File: src/rtl/bounce_gen.sv
// Contact-bounce emulator: a clean level change on level_in becomes a burst of
// LFSR-timed glitch edges on signal_out before it settles at the new level.
module bounce_gen #(
    parameter int unsigned CLK_FREQ_HZ    = 12000000,
    parameter int unsigned BOUNCE_TIME_MS = 5,
    parameter int unsigned N_TOGGLES      = 6,
    parameter logic [15:0] LFSR_SEED      = 16'hACE1
) (
    input  logic clk,
    input  logic rst,
    input  logic level_in,
    input  logic bounce_en,
    output logic signal_out,
    output logic busy
);

    localparam int unsigned W        = CLK_FREQ_HZ * BOUNCE_TIME_MS / 1000;
    localparam int unsigned SEG_BITS = $clog2(W / N_TOGGLES);
    localparam int unsigned CNT_W    = (SEG_BITS < 1) ? 1 : SEG_BITS;
    localparam int unsigned TGL_W    = $clog2(N_TOGGLES + 1);
    localparam logic [15:0] SEG_MASK = 16'((32'd1 << (CNT_W - 1)) - 32'd1);
    localparam logic [15:0] LFSR_TAP = 16'hB400;

    typedef enum logic {StStable, StBounce} state_e;

    state_e             r_state, w_state_nxt;
    logic [15:0]        r_lfsr, w_lfsr_nxt;
    logic               r_lvl;
    logic               r_cur_level, w_cur_level_nxt;
    logic               r_target, w_target_nxt;
    logic               r_out, w_out_nxt;
    logic               r_busy, w_busy_nxt;
    logic [CNT_W-1:0]   r_hold, w_hold_nxt;
    logic [TGL_W-1:0]   r_toggles, w_toggles_nxt;
    logic [CNT_W-1:0]   w_hold_len;

    // Galois step; free-running so burst timing depends on cycles since reset.
    assign w_lfsr_nxt = {1'b0, r_lfsr[15:1]} ^ (r_lfsr[0] ? LFSR_TAP : 16'h0000);
    assign w_hold_len = CNT_W'(r_lfsr & SEG_MASK) + CNT_W'(1);

    always_ff @(posedge clk or posedge rst) begin
        if (rst) begin
            r_state     <= StStable;
            r_lfsr      <= LFSR_SEED;
            r_lvl       <= 1'b0;
            r_cur_level <= 1'b0;
            r_target    <= 1'b0;
            r_out       <= 1'b0;
            r_busy      <= 1'b0;
            r_hold      <= '0;
            r_toggles   <= '0;
        end else begin
            r_state     <= w_state_nxt;
            r_lfsr      <= w_lfsr_nxt;
            r_lvl       <= level_in;
            r_cur_level <= w_cur_level_nxt;
            r_target    <= w_target_nxt;
            r_out       <= w_out_nxt;
            r_busy      <= w_busy_nxt;
            r_hold      <= w_hold_nxt;
            r_toggles   <= w_toggles_nxt;
        end
    end

    always_comb begin
        w_state_nxt     = r_state;
        w_cur_level_nxt = r_cur_level;
        w_target_nxt    = r_target;
        w_out_nxt       = r_out;
        w_busy_nxt      = r_busy;
        w_hold_nxt      = r_hold;
        w_toggles_nxt   = r_toggles;

        unique case (r_state)
            StStable: begin
                w_busy_nxt = 1'b0;
                if (r_lvl != r_cur_level) begin
                    w_out_nxt = r_lvl;
                    if (!bounce_en) begin
                        w_cur_level_nxt = r_lvl;
                    end else begin
                        w_target_nxt  = r_lvl;
                        w_toggles_nxt = TGL_W'(N_TOGGLES);
                        w_hold_nxt    = w_hold_len;
                        w_busy_nxt    = 1'b1;
                        w_state_nxt   = StBounce;
                    end
                end
            end
            StBounce: begin
                if (r_hold == CNT_W'(1)) begin
                    if (r_toggles > TGL_W'(1)) begin
                        w_out_nxt     = ~r_out;
                        w_toggles_nxt = r_toggles - TGL_W'(1);
                        w_hold_nxt    = w_hold_len;
                    end else begin
                        // Final toggle lands on the target by construction (even count).
                        w_out_nxt       = r_target;
                        w_cur_level_nxt = r_target;
                        w_toggles_nxt   = '0;
                        w_hold_nxt      = '0;
                        w_busy_nxt      = 1'b0;
                        w_state_nxt     = StStable;
                    end
                end else begin
                    w_hold_nxt = r_hold - CNT_W'(1);
                end
            end
            default: w_state_nxt = StStable;
        endcase
    end

    assign signal_out = r_out;
    assign busy       = r_busy;

endmodule

File: config.mk
export PLATFORM = sky130hd
export DESIGN_NAME = bounce_gen
export DESIGN_NICKNAME = d
export VERILOG_FILES = /design/src/rtl/bounce_gen.sv
export SDC_FILE = /design/constraint.sdc
export NUM_CORES = 1
export LEC_CHECK = 0
export ABC_AREA = 1
export ABC_CLOCK_PERIOD_IN_PS = 4900
export BUFFER_PORTS_ARGS = -buffer_cell sky130_fd_sc_hd__buf_2
export CORE_UTILIZATION = 55
export CTS_CLUSTER_SIZE = 12
export DETAILED_ROUTE_END_ITERATION = 10
export HOLD_SLACK_MARGIN = 0.15
export PLACE_DENSITY = 0.69
export SLEW_MARGIN = 20
export SYNTH_ARGS = -nofsm -noshare
export SYNTH_HDL_FRONTEND = slang
export SYNTH_SLANG_ARGS = --single-unit
File: constraint.sdc
create_clock -name clk -period 4.9 [get_ports clk]
set_input_delay 0.98 -clock clk [delete_from_list [all_inputs] [get_ports clk]]
set_output_delay 0.98 -clock clk [all_outputs]
set_load 0.05 [all_outputs]
==> impl_metrics.csv, run 1 <==
group,metric,value,unit
synth,synth.avg_cell_area,7.48,um^2
clocking,cts.clk_slew.worst_paths,0.08,ns
die,die_h,66.4,um
placement,io_buffers,5,
power,power-per-cell-area,222,nW/um^2
global_route,gr-total-overflow,0,
die,io_pins,6,
clocking,hold_buffers,0,
clocking,postCtsSetupRepairBufs,0,
outcome,status,"finished, final reports clean",
synth,synth_area_leaders,"dfrtp_1, nand2_1, dfstp_2",
die,die_area,4410,um^2
clocking,cts.repair.resized,0,
critical_path,crit_path_max_fanout,12,
critical_path,worstPathCellList,"inv_1 -> nand3_1 -> nand2_1 -> inv_2 -> nand2_2 -> nand3_1 -> nand2_1 -> inv_1 -> nand2_1",
routing,viasPerCell,5.02,
global_route,grt_pass1_wl,8.12,mm
timing,tns,0,ns
synth,syn_nets,314,
timing,relSlewSlack,0.676,
power,ir_drop,201,uV
critical_path,cp.required,5.09,ns
critical_path,path_class,"flop to flop",
timing,fin_skew,0.00637,ns
synth,synth_top_area_share,0.340,
final_layout,final_cells,365,
critical_path,crit_top_cell,"nand2_1",
timing,final_min_period_over_clock_period,0.418,
final_layout,areaGrowthSynthToFinish,6.47,%
critical_path,end_kind,"flop",
synth,ys_seq_area_frac,0.432,
critical_path,cpPeakStageDelay,0.63,ns
clocking,numClockSinks,39,
synth,yosys_warnings,0,
timing,worst_slack,2.85,ns
critical_path,cp.arrival,2.24,ns
timing,rsz0062_at_grt,"no",
critical_path,crit_slowest_cell,"dfrtp_1",
routing,finalWirelength,4.77,mm
synth,ys_ff_latch,39,
placement,postPlaceCellArea,2350,um^2
routing,drc,0,
critical_path,setup.worst_path.start_class,"flop",
routing,num_vias,1833,
clocking,tritoncts,"yes",
global_route,grt_max_degree,40,
final_layout,postLayoutCellArea,2430,um^2
timing,fmax,488,MHz
power,totalPowerFinal,539,uW
clocking,htreeDepth,2,
synth,synth_area,2280,um^2
synth,synthCells,305,
synth,synth_top_area_cell,"dfrtp_1",
placement,dp.cells,357,
die,die_w,66.4,um
routing,ant_nets,0,
die,start_util,0.571,
clocking,cts_buffers,5,
final_layout,drive_gt1_frac,0.121,
clocking,clk_latency,0.29,ns
final_layout,fin_util,0.607,
job,drv_cap,0,
synth,yosysUniqueCellTypes,29,
timing,setup_viol,0,
timing,hold_viol,0,
placement,globalplace.congestion,0.845,
final_layout,multi_input_area,1120,um^2
timing,slew_violations,0,
timing,min_period,2.05,ns
routing,wl_per_cell,13.1,um
clocking,ctsLongestPathBuffers,2,
placement,place_ws,2.68,ns
routing,drtPass1Iterations,4,
global_route,antenna_found_initial,0,
timing,holdWs,0.377,ns
min_path,hold_path.class,"flop to flop",
final_layout,fill_cells,372,
global_route,grt_pass1_vias,1752,
routing,dr.first_iter.drc_count,120,
die,rows,23,
final_layout,final_nets,323,
final_layout,seq_area,986,um^2
final_layout,antennaDiodeCount,0,
die,core-area,4000,um^2
power,p_leak,1.17,nW
placement,dp_hpwl,3.48,mm
clocking,cts-root-buf,"clkbuf_8",
timing,tightest_slew,0.485,ns
global_route,grtUsageTotal,0.254,
==> final timing paths <==
| kind | cells past startpoint | end | startpoint | slack [ns] |
|---|---|---|---|---|
| min in group asynchronous | 3 | r_cur_level | rst | 0.79 |
| max in group asynchronous | 3 | r_lfsr[0] | rst | 3.73 |
| worst max register to register | 9 | r_hold[10] | r_state | 2.85 |
| worst min-delay path | 0 | r_lfsr[6] | r_lfsr[7] | 0.38 |
| worst min register to register | 0 | r_lfsr[6] | r_lfsr[7] | 0.38 |
| worst max-delay path | 9 | r_hold[10] | r_state | 2.85 |
==> state kept, by name, summed over array words and instances, names as in the netlist <==
signal	cells
signal_out	1
busy	1
r_target	1
r_lvl	1
r_toggles	3
r_cur_level	1
r_lfsr	16
r_hold	14
r_state	1
==> cells by family (layout without fill, tap and decap cells) <==
family                   after synthesis  after routing  share of synthesized area
AND/OR/NAND/NOR                      171            171                      0.323
buffers and inverters                 43             53                     0.0768
flip-flops                            39             39                      0.432
AO/OA/AOI/OAI                         30             30                     0.0751
XOR/XNOR                              17             17                     0.0652
adder cells (fa/ha/maj)                5              5                     0.0274
==> power by group <==
part	switching [mW]	leakage (nW)	internal (mW)
Sequential	0.000334	0.451	0.322
Clock	0.107	0.0422	0.0999
Combinational	0.00719	0.681	0.00184
Total	0.115	1.17	0.424
==> layout by cell type (no fill, tap or decap), types with 4 or more instances in the layout <==
master,netlist,final
clkbuf_8,0,5
dfstp_2,8,8
o21ai_0,9,9
dfrtp_1,31,31
nor2_1,43,43
nand2_1,86,86
xor2_1,10,10
nor2_2,6,6
nand3_1,21,21
a21oi_1,9,9
xnor2_1,7,7
o21ai_1,7,7
buf_2,2,5
nand2_2,5,5
nand4_1,4,4
ha_1,5,5
inv_1,38,38
==> Yosys cell counts (all sizes together) <==
cell type	n
ha	5
inv	39
nand2	92
xnor2	7
nor2	50
a21oi	10
a22oi	1
a31oi	1
nand4	5
dfstp	8
o21bai	1
buf	4
dfrtp	31
o21ai	17
nor3	3
xor2	10
nand3	21
==> layout make-up <==
cell class,count,share of cell area
well taps,50,0.0257
clock inverters,1,0.00206
flip-flops and latches,39,0.406
multi-input cells,223,0.461
inverters,39,0.0602
clock buffers,7,0.0314
repair buffers,6,0.0134
==> worst max-delay path: cells and delay by family, from the launching register on <==
family	cells	cell delay, ns
and+or+nand+nor	6	0.78
DFF	1	0.63
buffers and inverters	3	0.53
==> per-layer routing <==
metal | wire [um] | up-vias | global-route usage
li1 | - | 966 | -
met1 | 2400 | 841 | 0.348
met2 | 2210 | 19 | 0.399
met3 | 90 | 7 | 0.0431
met4 | 78 | 0 | 0.0984
met5 | 0 | - | 0
No activity file was read; power rests on OpenSTA's default activity.
==> inputs of run 2 (changes only) <==
--- a/config.mk
+++ b/config.mk
@@ -6,7 +6,7 @@
 export NUM_CORES = 1
 export LEC_CHECK = 0
 export ABC_AREA = 1
-export ABC_CLOCK_PERIOD_IN_PS = 4900
+export ABC_CLOCK_PERIOD_IN_PS = 1940
 export BUFFER_PORTS_ARGS = -buffer_cell sky130_fd_sc_hd__buf_2
 export CORE_UTILIZATION = 55
 export CTS_CLUSTER_SIZE = 12
==> constraint.sdc (replaced) <==
create_clock -name clk -period 1.94 [get_ports clk]
set_input_delay 0.388 -clock clk [delete_from_list [all_inputs] [get_ports clk]]
set_output_delay 0.388 -clock clk [all_outputs]
set_load 0.05 [all_outputs]
==> impl_metrics.csv, run 2 (synthesis results as in run 1) <==
group,metric,value,unit
power,p_leak,1.21,nW
clocking,hold_buffers,0,
timing,rsz0062_at_grt,"no",
placement,place_ws,0.244,ns
die,die_area,4410,um^2
clocking,numClockSinks,39,
timing,hold_viol,0,
global_route,antenna_found_initial,0,
timing,fin_skew,0.0179,ns
timing,tightest_slew,0.489,ns
power,clkPwrFrac,0.422,
critical_path,crit_path_max_fanout,6,
timing,slew_violations,0,
clocking,ctsLongestPathBuffers,2,
timing,setup_viol,0,
routing,drc,0,
clocking,cts-root-buf,"clkbuf_8",
global_route,grt_pass1_vias,1859,
final_layout,final_nets,328,
timing,tns,0,ns
power,pwr-share-seq,0.562,
routing,wl_per_cell,12.9,um
critical_path,cp.arrival,1.88,ns
global_route,grt_max_degree,40,
global_route,gr-total-overflow,0,
final_layout,regMostFlops,"r_lfsr",
critical_path,path_class,"flop to flop",
placement,io_buffers,5,
clocking,cts.repair.resized,0,
power,switchingPower,306,uW
critical_path,cp.required,2.12,ns
final_layout,reg_top3,"r_lfsr x16, r_hold x14, r_toggles x3",
global_route,grt_pass1_wl,8.51,mm
die,rows,23,
clocking,postCtsSetupRepairBufs,0,
final_layout,areaGrowthSynthToFinish,8.94,%
power,ir_drop,414,uV
die,core-area,4000,um^2
timing,final_min_period_over_clock_period,0.878,
die,io_pins,6,
final_layout,fin_util,0.622,
critical_path,end_kind,"flop",
routing,ant_nets,0,
power,netSwitchingFraction,0.211,
clocking,htreeDepth,2,
power,totalPowerFinal,1.45,mW
global_route,grtUsageTotal,0.263,
clocking,cts_buffers,5,
clocking,clk_latency,0.30,ns
critical_path,setup.worst_path.start_class,"flop",
power,intPower,1.14,mW
routing,finalWirelength,4.78,mm
outcome,status,"finished, final reports clean",
final_layout,mostFrequentLayoutCells,"nand2_1, nor2_1, inv_1, dfrtp_1, nand3_1",
clocking,cts.clk_slew.worst_paths,0.08,ns
power,power-per-cell-area,583,nW/um^2
clocking,tritoncts,"yes",
die,start_util,0.571,
min_path,hold_path.class,"input pin to asynchronous set/reset pin",
die,die_h,66.4,um
routing,num_vias,1873,
die,die_w,66.4,um
final_layout,final_common_cell,"nand2_1",
power,power_frac_comb,0.016,
placement,dp_hpwl,3.54,mm
placement,globalplace.congestion,0.877,
routing,dr.first_iter.drc_count,127,
final_layout,antennaDiodeCount,0,
timing,fmax,587,MHz
timing,min_period,1.70,ns
routing,drtPass1Iterations,4,
timing,worst_slack,0.237,ns
final_layout,largest_reg_flops,16,
job,drv_cap,0,
routing,viasPerCell,5.06,
final_layout,drive_gt1_frac,0.138,
timing,relSlewSlack,0.674,
==> run 2: layer usage <==
layer	share of wire	wire length, um	track usage
met1	0.50	2390	0.354
met2	0.45	2170	0.425
met3	0.030	145	0.0569
met4	0.014	69	0.0718
met5	0	0	0
==> run 2: final timing paths <==
| path | startpoint | end | slack (ns) | cells past startpoint |
|---|---|---|---|---|
| worst max-delay path | r_lfsr[0] | r_hold[12] | 0.24 | 8 |
| worst min-delay path | rst | r_lfsr[14] | 0.20 | 3 |
| worst max register to register | r_lfsr[0] | r_hold[12] | 0.24 | 8 |
| worst min register to register | r_lfsr[6] | r_lfsr[5] | 0.36 | 0 |
| max in group asynchronous | rst | r_lfsr[6] | 1.37 | 3 |
| min in group clk | level_in | r_lvl | 0.20 | 1 |
==> run 2: stage by stage <==
step                      instance area [um^2]  hold slack [ns]  std cells
after floorplan                           2280            0.361        305
after global placement                    2390            0.366        362
after detailed placement                  2390            0.365        362
after CTS                                 2490            0.192        370
after global routing                      2490            0.186        370
final                                     2490            0.196        370
==> run 2: final cells by class <==
cell class	count	area, um^2
clock buffers	8	100
fillers	379	1510
inverters	39	146
multi-input cells	223	1120
flip-flops and latches	39	986
well taps	50	62.6
repair buffers	11	70.1
==> run 2: worst max-delay path, stage by stage (launching register included) <==
cell and delay (ns):
dfstp_2 0.56, ha_1 0.19, nand3_1 0.10, nor2_1 0.28, nand3_1 0.11, nand2_1 0.08
nand2_1 0.06, a21oi_1 0.13, nand3_1 0.08
==> run 2: power groups by stage <==
stage	logic [mW]	registers (mW)	clock network (mW)
final	0.0227	0.815	0.612
after global routing	0.0275	0.815	0.658
after CTS	0.0241	0.815	0.621
after detailed placement	0.0243	0.830	0
after global placement	0.0240	0.830	0
after floorplan	0.0145	0.830	0
==> inputs of run 3 (changes only) <==
--- a/config.mk
+++ b/config.mk
@@ -13,6 +13,8 @@
 export DETAILED_ROUTE_END_ITERATION = 10
 export HOLD_SLACK_MARGIN = 0.15
 export PLACE_DENSITY = 0.69
+export REMOVE_ABC_BUFFERS = 1
+export SETUP_SLACK_MARGIN = 0.05
 export SLEW_MARGIN = 20
 export SYNTH_ARGS = -nofsm -noshare
 export SYNTH_HDL_FRONTEND = slang
==> impl_metrics.csv, run 3 (synthesis results as in run 1) <==
group,metric,value,unit
critical_path,r2r_slack,0.25,ns
outcome,status,"finished, final reports clean",
timing,tns,0,ns
clocking,cts.repair.resized,0,
clocking,clk_latency,0.29,ns
global_route,grt_pass1_vias,1694,
timing,fmax,592,MHz
timing,hold_viol,0,
routing,ant_nets,0,
die,die_h,66.4,um
global_route,antenna_found_initial,0,
critical_path,cpPeakStageDelay,0.53,ns
clocking,numClockSinks,39,
timing,tightest_slew,0.479,ns
final_layout,final_common_cell,"nand2_1",
clocking,tritoncts,"yes",
timing,final_min_period_over_clock_period,0.871,
critical_path,crit_path_max_fanout,6,
final_layout,areaGrowthSynthToFinish,7.95,%
critical_path,path_class,"flop to flop",
final_layout,regMostFlops,"r_lfsr",
clocking,ctsLongestPathBuffers,2,
routing,dr.first_iter.drc_count,168,
routing,wl_per_cell,12.6,um
die,start_util,0.571,
global_route,use_met3,0.0517,
global_route,grt_max_degree,40,
timing,rsz0062_at_grt,"no",
critical_path,crit_top_cell,"nand3_1",
routing,finalWirelength,4.64,mm
placement,globalplace.congestion,0.866,
routing,drtPass1Iterations,5,
final_layout,mostFrequentLayoutCells,"nand2_1, nor2_1, inv_1, dfrtp_1, nand3_1",
final_layout,drive_gt1_frac,0.135,
placement,io_buffers,5,
critical_path,end_kind,"flop",
final_layout,reg_top3,"r_lfsr x16, r_hold x14, r_toggles x3",
final_layout,largest_reg_flops,16,
power,p_leak,1.19,nW
placement,dp.cells,361,
clocking,cts-root-buf,"clkbuf_8",
job,drv_cap,0,
final_layout,antennaDiodeCount,0,
timing,setup_viol,0,
critical_path,rr_worst_depth,8,
clocking,hold_buffers,0,
power,power-per-cell-area,556,nW/um^2
die,io_pins,6,
critical_path,cp.arrival,1.86,ns
critical_path,r2r-end,"r_hold[12]",
placement,dp_hpwl,3.48,mm
power,ir_drop,433,uV
critical_path,setup.worst_path.start_class,"flop",
global_route,gr-total-overflow,0,
die,die_area,4410,um^2
clocking,cts.clk_slew.worst_paths,0.07,ns
final_layout,final_nets,327,
timing,fin_skew,0.0102,ns
timing,relSlewSlack,0.681,
routing,viasPerCell,5.10,
critical_path,crit_slowest_cell,"dfstp_2",
global_route,grtUsageTotal,0.242,
critical_path,cp.required,2.11,ns
timing,slew_violations,0,
global_route,grt.met2_usage,0.379,
die,die_w,66.4,um
global_route,grt_pass1_wl,7.85,mm
global_route,top_usage_layer,"met2",
clocking,postCtsSetupRepairBufs,0,
clocking,htreeDepth,2,
die,core-area,4000,um^2
final_layout,final_cells,369,
clocking,cts_buffers,5,
global_route,use_met1,0.339,
die,rows,23,
critical_path,worstPathCellList,"ha_1 -> nand3_1 -> nor2_1 -> nand3_1 -> nand2_1 -> nand2_1 -> a21oi_1 -> nand3_1",
min_path,hold_path.class,"input pin to asynchronous set/reset pin",
routing,drc,0,
routing,num_vias,1882,
timing,min_period,1.69,ns
critical_path,r2r_start,"r_lfsr[0]",
[run 3: final cells by class]
cell class	count	area [um^2]
Fill cell	365	1540
Multi-Input combinational cell	223	1120
Sequential cell	39	986
Inverter	39	146
Clock buffer	6	72.6
Timing Repair Buffer	10	62.6
Tap cell	50	62.6
Clock inverter	2	12.5
[run 3: through the flow]
stage	setup slack, ns	hold WS (ns)	cell area (um^2)	total power, mW	utilization
6_report	0.251	0.194	2460	1.37	0.616
5_1_grt	0.120	0.191	2460	1.43	0.616
4_1_cts	0.230	0.191	2460	1.39	0.616
3_5_place_dp	0.246	0.367	2380	0.855	0.595
3_3_place_gp	0.265	0.366	2380	0.854	0.595
2_1_floorplan	0.331	0.361	2250	0.845	-
[run 3: where the power goes]
group / internal (mW) / switching [mW]
logic: 0.00464 / 0.0180
registers: 0.814 / 0.000857
clock network: 0.251 / 0.280
total: 1.07 / 0.299
[run 3: worst max-delay path, delay by kind of cell, from the launching register on]
| kind | cells | cell delay, ns |
|---|---|---|
| adder cells (fa/ha/maj) | 1 | 0.18 |
| flip-flops | 1 | 0.53 |
| AND/OR/NAND/NOR | 6 | 0.73 |
| AO/OA/AOI/OAI | 1 | 0.13 |
[run 3: worst max path at each step]
| stage | start | end | slack [ns] |
|---|---|---|---|
| after floorplan | r_lfsr[0] | r_hold[12] | 0.33 |
| after global placement | r_lfsr[0] | r_hold[12] | 0.26 |
| after detailed placement | r_lfsr[0] | r_hold[12] | 0.25 |
| after CTS | r_lfsr[0] | r_hold[12] | 0.23 |
| after global routing | r_lfsr[0] | r_hold[12] | 0.12 |
| final | r_lfsr[0] | r_hold[12] | 0.25 |
[run 3: metal layers]
metal / wire (um) / up-vias
li1: - / 973
met1: 2260 / 861
met2: 2120 / 42
met3: 209 / 6
met4: 51 / 0
met5: 0 / -
